[src/rtl/core_pkg.sv]
// Shared types for the core's memory arbiter: arbiter states, requester IDs and word width.
package core_pkg;

  localparam int unsigned WORD_W = 32;

  typedef enum logic [1:0] {
    StIdle  = 2'd0,
    StBusyI = 2'd1,
    StBusyD = 2'd2
  } arb_state_e;

  typedef enum logic {
    ReqIdIf = 1'b0,
    ReqIdD  = 1'b1
  } req_id_e;

  // Busy state entered after granting the given requester.
  function automatic arb_state_e busy_state(req_id_e id);
    return (id == ReqIdD) ? StBusyD : StBusyI;
  endfunction

endpackage

[src/rtl/sat_counter.sv]
// Saturating up-counter with synchronous clear; counts up to Max and holds there.
module sat_counter #(
  parameter int unsigned Max   = 4,
  parameter int unsigned Width = $clog2(Max + 1)
) (
  input  logic             clk,
  input  logic             rst,
  input  logic             clr_i,
  input  logic             inc_i,
  output logic [Width-1:0] cnt_o
);

  logic [Width-1:0] cnt_q, cnt_d;

  always_comb begin
    cnt_d = cnt_q;
    if (clr_i) begin
      cnt_d = '0;
    end else if (inc_i && (cnt_q != Width'(Max))) begin
      cnt_d = cnt_q + 1'b1;
    end
  end

  always_ff @(posedge clk or posedge rst) begin
    if (rst) begin
      cnt_q <= '0;
    end else begin
      cnt_q <= cnt_d;
    end
  end

  assign cnt_o = cnt_q;

endmodule

[src/rtl/mem_arbiter.sv]
// Single-port memory arbiter between instruction fetch and the data stage, with pipeline stalls.
// At most one grant per cycle; read data is returned (and acked) the cycle after the grant.
module mem_arbiter
  import core_pkg::*;
#(
  parameter int unsigned ADDR_W     = 6,
  parameter int unsigned STARVE_MAX = 4
) (
  input  logic              clk,
  input  logic              rst,
  input  logic              if_req,
  input  logic [ADDR_W-1:0] if_addr,
  input  logic              if_cancel,
  output logic              if_ack,
  output logic [WORD_W-1:0] if_rdata,
  input  logic              d_req,
  input  logic              d_we,
  input  logic [ADDR_W-1:0] d_addr,
  input  logic [WORD_W-1:0] d_wdata,
  input  logic [3:0]        d_wmask,
  output logic              d_ack,
  output logic [WORD_W-1:0] d_rdata,
  output logic              m_en,
  output logic              m_we,
  output logic [ADDR_W-1:0] m_addr,
  output logic [WORD_W-1:0] m_wdata,
  output logic [3:0]        m_wmask,
  input  logic [WORD_W-1:0] m_rdata,
  output logic              stall_if,
  output logic              stall_mem
);

  localparam int unsigned CntW = $clog2(STARVE_MAX + 1);

  arb_state_e state_q, state_d;
  logic       we_q, we_d;
  logic [CntW-1:0] starve_cnt;

  logic if_elig, d_elig, if_blocked, starved;
  logic if_grant, d_grant;

  // Acks come straight from the state; an acked request is not eligible, so it is never regranted.
  assign if_ack  = ~rst & (state_q == StBusyI) & ~if_cancel;
  assign d_ack   = ~rst & (state_q == StBusyD);

  assign if_elig    = if_req & ~if_ack;
  assign d_elig     = d_req & ~d_ack;
  assign if_blocked = if_cancel & (state_q != StBusyI);
  assign starved    = (starve_cnt == CntW'(STARVE_MAX));

  assign if_grant = ~rst & if_elig & ~if_blocked & (starved | ~d_elig);
  assign d_grant  = ~rst & d_elig & ~if_grant;

  sat_counter #(
    .Max (STARVE_MAX)
  ) u_starve_cnt (
    .clk   (clk),
    .rst   (rst),
    .clr_i (~if_req | if_grant),
    .inc_i (if_elig & ~if_grant),
    .cnt_o (starve_cnt)
  );

  always_comb begin
    state_d = StIdle;
    we_d    = 1'b0;
    if (if_grant) begin
      state_d = busy_state(ReqIdIf);
    end else if (d_grant) begin
      state_d = busy_state(ReqIdD);
      we_d    = d_we;
    end
  end

  always_ff @(posedge clk or posedge rst) begin
    if (rst) begin
      state_q <= StIdle;
      we_q    <= 1'b0;
    end else begin
      state_q <= state_d;
      we_q    <= we_d;
    end
  end

  always_comb begin
    m_en    = if_grant | d_grant;
    m_we    = d_grant & d_we;
    m_addr  = '0;
    m_wdata = '0;
    m_wmask = '0;
    if (if_grant) begin
      m_addr = if_addr;
    end else if (d_grant) begin
      m_addr = d_addr;
      if (d_we) begin
        m_wdata = d_wdata;
        m_wmask = d_wmask;
      end
    end
  end

  // Store acks return zero data; a cancelled fetch slot returns nothing.
  assign if_rdata = if_ack ? m_rdata : '0;
  assign d_rdata  = (d_ack && !we_q) ? m_rdata : '0;

  assign stall_if  = ~rst & if_req & ~if_ack;
  assign stall_mem = ~rst & d_req & ~d_ack;

endmodule
[config.mk]
export PLATFORM = sky130hd
export DESIGN_NAME = mem_arbiter
export DESIGN_NICKNAME = d
export VERILOG_FILES = /design/src/rtl/core_pkg.sv /design/src/rtl/sat_counter.sv /design/src/rtl/mem_arbiter.sv
export SDC_FILE = /design/constraint.sdc
export NUM_CORES = 1
export LEC_CHECK = 0
export CORE_AREA = 2 2 77 79
export CTS_CLUSTER_DIAMETER = 150
export DETAILED_ROUTE_END_ITERATION = 10
export DIE_AREA = 0 0 79 81
export PLACE_DENSITY = 0.89
export SLEW_MARGIN = 20
export SYNTH_ARGS = -nofsm -noshare
export SYNTH_HDL_FRONTEND = slang
export SYNTH_SLANG_ARGS = --single-unit
[constraint.sdc]
create_clock -name clk -period 3.3 [get_ports clk]
set_input_delay 0.495 -clock clk [delete_from_list [all_inputs] [get_ports clk]]
set_output_delay 0.495 -clock clk [all_outputs]
set_load 0.02 [all_outputs]
==> out/qor.yml, run 1 <==
fin_cells: 438
track_usage_pct: 14.8
fin_nets: 453
tightest_slew_ps: 351
layout_commonest_cell: "clkdlybuf4s50_1"
rsz0062_at_grt: "no"
multi_input_area_sq_um: 913
dp_cells: 435
clock-sinks: 6
start_util_pct: 20.4
status: "complete, no violations"
drt_pass1_iterations: 4
finalClockSkew_ps: 0.550
cts_buffers: 3
vias: 1821
slowest_delay_ps: 600
grt_pass1_vias: 1690
maxCapViolCount: 0
grt_pass1_wl_um: 7710
tritoncts: "yes"
crit_arrival_ps: 2590
avgRoutedWirePerCell_um: 11.9
dieHeight_um: 81
wl_um: 5230
ant_nets: 0
endpoint_kind: "primary output"
path_max_fanout: 39
cts_hold_buf: 0
dr.first_iter.drc_count: 46
synthCells: 171
hpwl_um: 4470
io_pins: 198
clk_pin_slew_ps: 30
seqCellArea_sq_um: 150
slew_violations: 0
finalSetupTns_ps: 0
p_leak_nw: 1.49
finalHoldViolCount: 0
slew-limit-headroom_pct: 76.5
post-place-ws_ps: 201
clockBufferDepth: 2
grt_max_degree: 40
syn_avg_cell_area_sq_um: 6.78
required_ps: 2800
cts_max_level: 1
final.min_clock_period_ps: 3090
setup_slack_ps: 214
place_congestion: 0.814
synth_area_sq_mm: 0.00116
fmax_mhz: 324
fp.dieW_um: 79
power_density_mw_per_mm2: 146
cts_setup_buffers: 0
cp-start-kind: "input pin"
ys_warn_count: 0
die_area_sq_mm: 0.00640
grt_antenna_before_repair: 0
row_count: 28
slowest_stage: "clkdlybuf4s50_1"
via_per_inst: 4.16
drive_gt1_share_pct: 3.58
cts_root_buffer: "clkbuf_8"
finalPower_mw: 0.482
seq_area_frac_synth_pct: 12.9
vdd_drop_max_mv: 0.146
area_delta_synth_final_pct: 184
path_class: "input pin to primary output"
synthesis.nets: 259
finalSetupViolations: 0
cts_resized: 0
layout_common_cells: "clkdlybuf4s50_1 (197), and2_1 (66), and3_1 (39)"
yosysUniqueCellTypes: 21
drc_errors: 0
hold_path_class: "flop to flop"
n_fill_cell: 510
port_buffers: 197
cp_cell_sequence: "clkdlybuf4s50_1 > buf_4 > inv_1 > nand3_1 > a31oi_2 > buf_4 > and3_1 > clkdlybuf4s50_1"
grt-ovfl-total: 0
clock_latency_ps: 220
diodes: 0
core_area_sq_mm: 0.00568
fin_crit_sh_pct: 93.5
synth_seq_cells: 6
-- area by class of cell --
| type | instances | share of cell area (%) |
|---|---|---|
| inverters | 12 | 1.37 |
| multi-input cells | 138 | 27.7 |
| repair buffers | 204 | 62.2 |
| well taps | 75 | 2.85 |
| clock buffers | 3 | 1.25 |
| flip-flops and latches | 6 | 4.56 |
-- logic make-up (layout without fill, tap and decap cells) --
logic type | after synthesis | in the layout | share of synthesized area (%)
AOI/OAI and AO/OA | 2 | 2 | 1.19
xor gates and xnor gates | 3 | 3 | 2.27
adders and majority gates | 2 | 2 | 2.16
buffers and inverters | 27 | 219 | 9.60
DFF | 6 | 6 | 12.9
muxes | 7 | 7 | 6.15
and+or+nand+nor | 124 | 124 | 65.7
-- cells in the mapped netlist (all sizes together) --
| library cell | count | area [sq um] |
|---|---|---|
| a31oi | 1 | 6.26 |
| ha | 2 | 25.0 |
| mux2 | 1 | 11.3 |
| inv | 12 | 45.0 |
| nand3 | 3 | 15.0 |
| nand3b | 1 | 7.51 |
| nor4b | 1 | 15.0 |
| or3b | 1 | 8.76 |
| nor2b | 3 | 18.8 |
| nor2 | 1 | 3.75 |
| and2 | 66 | 413 |
| clkbuf | 12 | 45.0 |
| xnor2 | 3 | 26.3 |
| buf | 3 | 21.3 |
| nand2b | 1 | 6.26 |
| a21o | 1 | 7.51 |
| and3 | 39 | 244 |
| nand2 | 8 | 30.0 |
| mux2i | 6 | 60.1 |
| dfrtp | 6 | 150 |
-- worst max-delay path, delay by kind of cell --
kind / cells / cell delay, ps
AOI/OAI and AO/OA: 1 / 170
buffers and inverters: 5 / 1550
and+or+nand+nor: 2 / 360
-- path summary, 6_finish.rpt --
path / from / end / slack (ps) / cells after the start
max: rst / m_wdata[23] / 210 / 8
min: u_starve_cnt.cnt_o[2] / u_starve_cnt.cnt_o[2] / 660 / 2
max reg2reg: state_q[1] / u_starve_cnt.cnt_o[1] / 1530 / 5
min reg2reg: u_starve_cnt.cnt_o[2] / u_starve_cnt.cnt_o[2] / 660 / 2
max in group asynchronous: rst / state_q[1] / 2460 / 4
min in group asynchronous: rst / u_starve_cnt.cnt_o[0] / 730 / 4
-- flip-flops by register name (all words and copies together) (netlist names) --
| register | cells |
|---|---|
| state_q | 2 |
| u_starve_cnt.cnt_o | 3 |
| we_q | 1 |
-- report_power, final --
part	leakage [nW]	switching [mW]	internal, mW
logic	1.39	0.111	0.177
registers	0.0801	0.00600	0.0806
clock network	0.0216	0.0295	0.0782
-- routing by layer --
metal  routed length, um  track usage (%)  vias up
met4                  34             3.10        0
met1                1830             15.7      780
met3                 643             5.22        5
met2                2730             28.1      104
li1                    -                -      932
met5                   0                0        -
-- per-stage QoR --
step	utilization [%]	cell area (sq um)	hold slack, ps
detailed placement	57.3	3250	657
CTS	58.0	3290	664
finish	58.0	3290	663
global placement	57.3	3250	651
global route	58.0	3290	713
floorplan	-	1160	294
Power figures use the tool's default switching activity.
==> run 2, diff against run 1 <==
--- a/config.mk
+++ b/config.mk
@@ -6,7 +6,7 @@
 export NUM_CORES = 1
 export LEC_CHECK = 0
 export CORE_AREA = 2 2 77 79
-export CTS_CLUSTER_DIAMETER = 150
+export CTS_CLUSTER_DIAMETER = 80
 export DETAILED_ROUTE_END_ITERATION = 10
 export DIE_AREA = 0 0 79 81
 export PLACE_DENSITY = 0.89
==> constraint.sdc (replaced) <==
create_clock -name clk -period 3.6 [get_ports clk]
set_input_delay 0.54 -clock clk [delete_from_list [all_inputs] [get_ports clk]]
set_output_delay 0.54 -clock clk [all_outputs]
set_load 0.02 [all_outputs]
==> out/qor.yml, run 2 (synthesis results as in run 1) <==
hold_path_class: "flop to flop"
min_path_cells: 2
cp_cell_sequence: "clkdlybuf4s50_1 > or3b_1 > nand3_1 > a31oi_2 > buf_4 > and3_1 > clkdlybuf4s50_1"
slew_violations: 0
grt_antenna_before_repair: 0
cp-start-kind: "input pin"
row_count: 28
vias: 1875
drc_errors: 0
drt_pass1_iterations: 4
cp_common_cell: "clkdlybuf4s50_1"
wl_um: 5340
slowest_delay_ps: 550
io_pins: 198
finalClockSkew_ps: 1.89
endpoint_kind: "primary output"
min_to: "u_starve_cnt.cnt_o[2]"
crit_arrival_ps: 2700
grt_pass1_wl_um: 7650
maxCapViolCount: 0
reg2regPathDepth: 6
cts_setup_buffers: 0
rsz0062_at_grt: "no"
hpwl_um: 4580
dr.first_iter.drc_count: 37
via_per_inst: 4.29
rrSetupSlack_ps: 1660
hold_ws_ps: 672
avgRoutedWirePerCell_um: 12.2
cts_root_buffer: "clkbuf_8"
min_from: "u_starve_cnt.cnt_o[2]"
track_usage_pct: 14.6
fin_crit_sh_pct: 90.0
port_buffers: 197
final.min_clock_period_ps: 3240
cts_buffers: 3
start_util_pct: 20.4
clock-sinks: 6
cts_hold_buf: 0
grt-ovfl-total: 0
slowest_stage: "clkdlybuf4s50_1"
area_delta_synth_final_pct: 181
layout_common_cells: "clkdlybuf4s50_1 (197), and2_1 (66), and3_1 (39)"
path_max_fanout: 39
fp.dieW_um: 79
clock_latency_ps: 220
grt_pass1_vias: 1735
tritoncts: "yes"
diodes: 0
core_area_sq_mm: 0.00568
r2r-end: "u_starve_cnt.cnt_o[1]"
path_class: "input pin to primary output"
place_congestion: 0.727
fin_nets: 452
cts_resized: 0
required_ps: 3060
reg2reg_from: "state_q[1]"
status: "complete, no violations"
clockBufferDepth: 2
dieHeight_um: 81
die_area_sq_mm: 0.00640
largest_reg_flops: 3
finalHoldViolCount: 0
clk_pin_slew_ps: 30
grt_max_degree: 40
slew-limit-headroom_pct: 41.7
ant_nets: 0
layout_commonest_cell: "clkdlybuf4s50_1"
p_leak_nw: 1.48
fmax_mhz: 308
drive_gt1_share_pct: 3.31
cts_max_level: 1
finalSetupViolations: 0
tightest_slew_ps: 872
finalSetupTns_ps: 0
vdd_drop_max_mv: 0.120
power_density_mw_per_mm2: 134
[run 2: changes by cell type in the layout (fill, tap and decap cells not counted), sizes merged]
| cell | before | now |
|---|---|---|
| buf | 7 | 6 |
[run 2: cell type report]
cell class	instances	area, sq um
Multi-Input combinational cell	138	913
Clock buffer	3	41.3
Timing Repair Buffer	203	2020
Fill cell	529	2410
Inverter	12	45.0
Sequential cell	6	150
Tap cell	75	93.8
[run 2: worst max-delay path, delay by kind of cell]
kind | cells | cell delay (ps)
compound gates | 1 | 80
buf+inv | 3 | 1280
simple gates | 3 | 770
[run 2: metrics by stage]
step	util, %	std cells	setup slack [ps]	total power, mW	instance area (sq um)
3_5_place_dp	56.7	434	353	0.342	3220
6_report	57.5	437	358	0.438	3260
3_3_place_gp	56.7	434	402	0.337	3220
2_1_floorplan	-	171	1360	0.178	1160
5_1_grt	57.5	437	257	0.467	3260
4_1_cts	57.5	437	347	0.445	3260
[run 2: worst max path at each step]
stage,startpoint,to,slack [ps],cells past startpoint
finish,rst,m_wdata[5],360,7
global route,rst,m_wdata[10],260,7
CTS,rst,m_wdata[5],350,7
detailed placement,rst,m_wdata[5],350,7
global placement,rst,m_addr[0],400,7
floorplan,if_cancel,if_rdata[22],1360,3
[run 2: per-layer routing]
metal	global-route usage (%)	share of wire, %	routed length (um)
met1	13.7	34	1830
met2	30.1	53	2840
met3	4.89	12	617
met4	3.62	0.97	52
met5	0	0	0
[run 2: where the power goes]
group | internal, mW | switching (mW) | total [mW]
combinational | 0.160 | 0.101 | 0.260
sequential | 0.0739 | 0.00537 | 0.0793
clock | 0.0716 | 0.0270 | 0.0986
total | 0.305 | 0.133 | 0.438
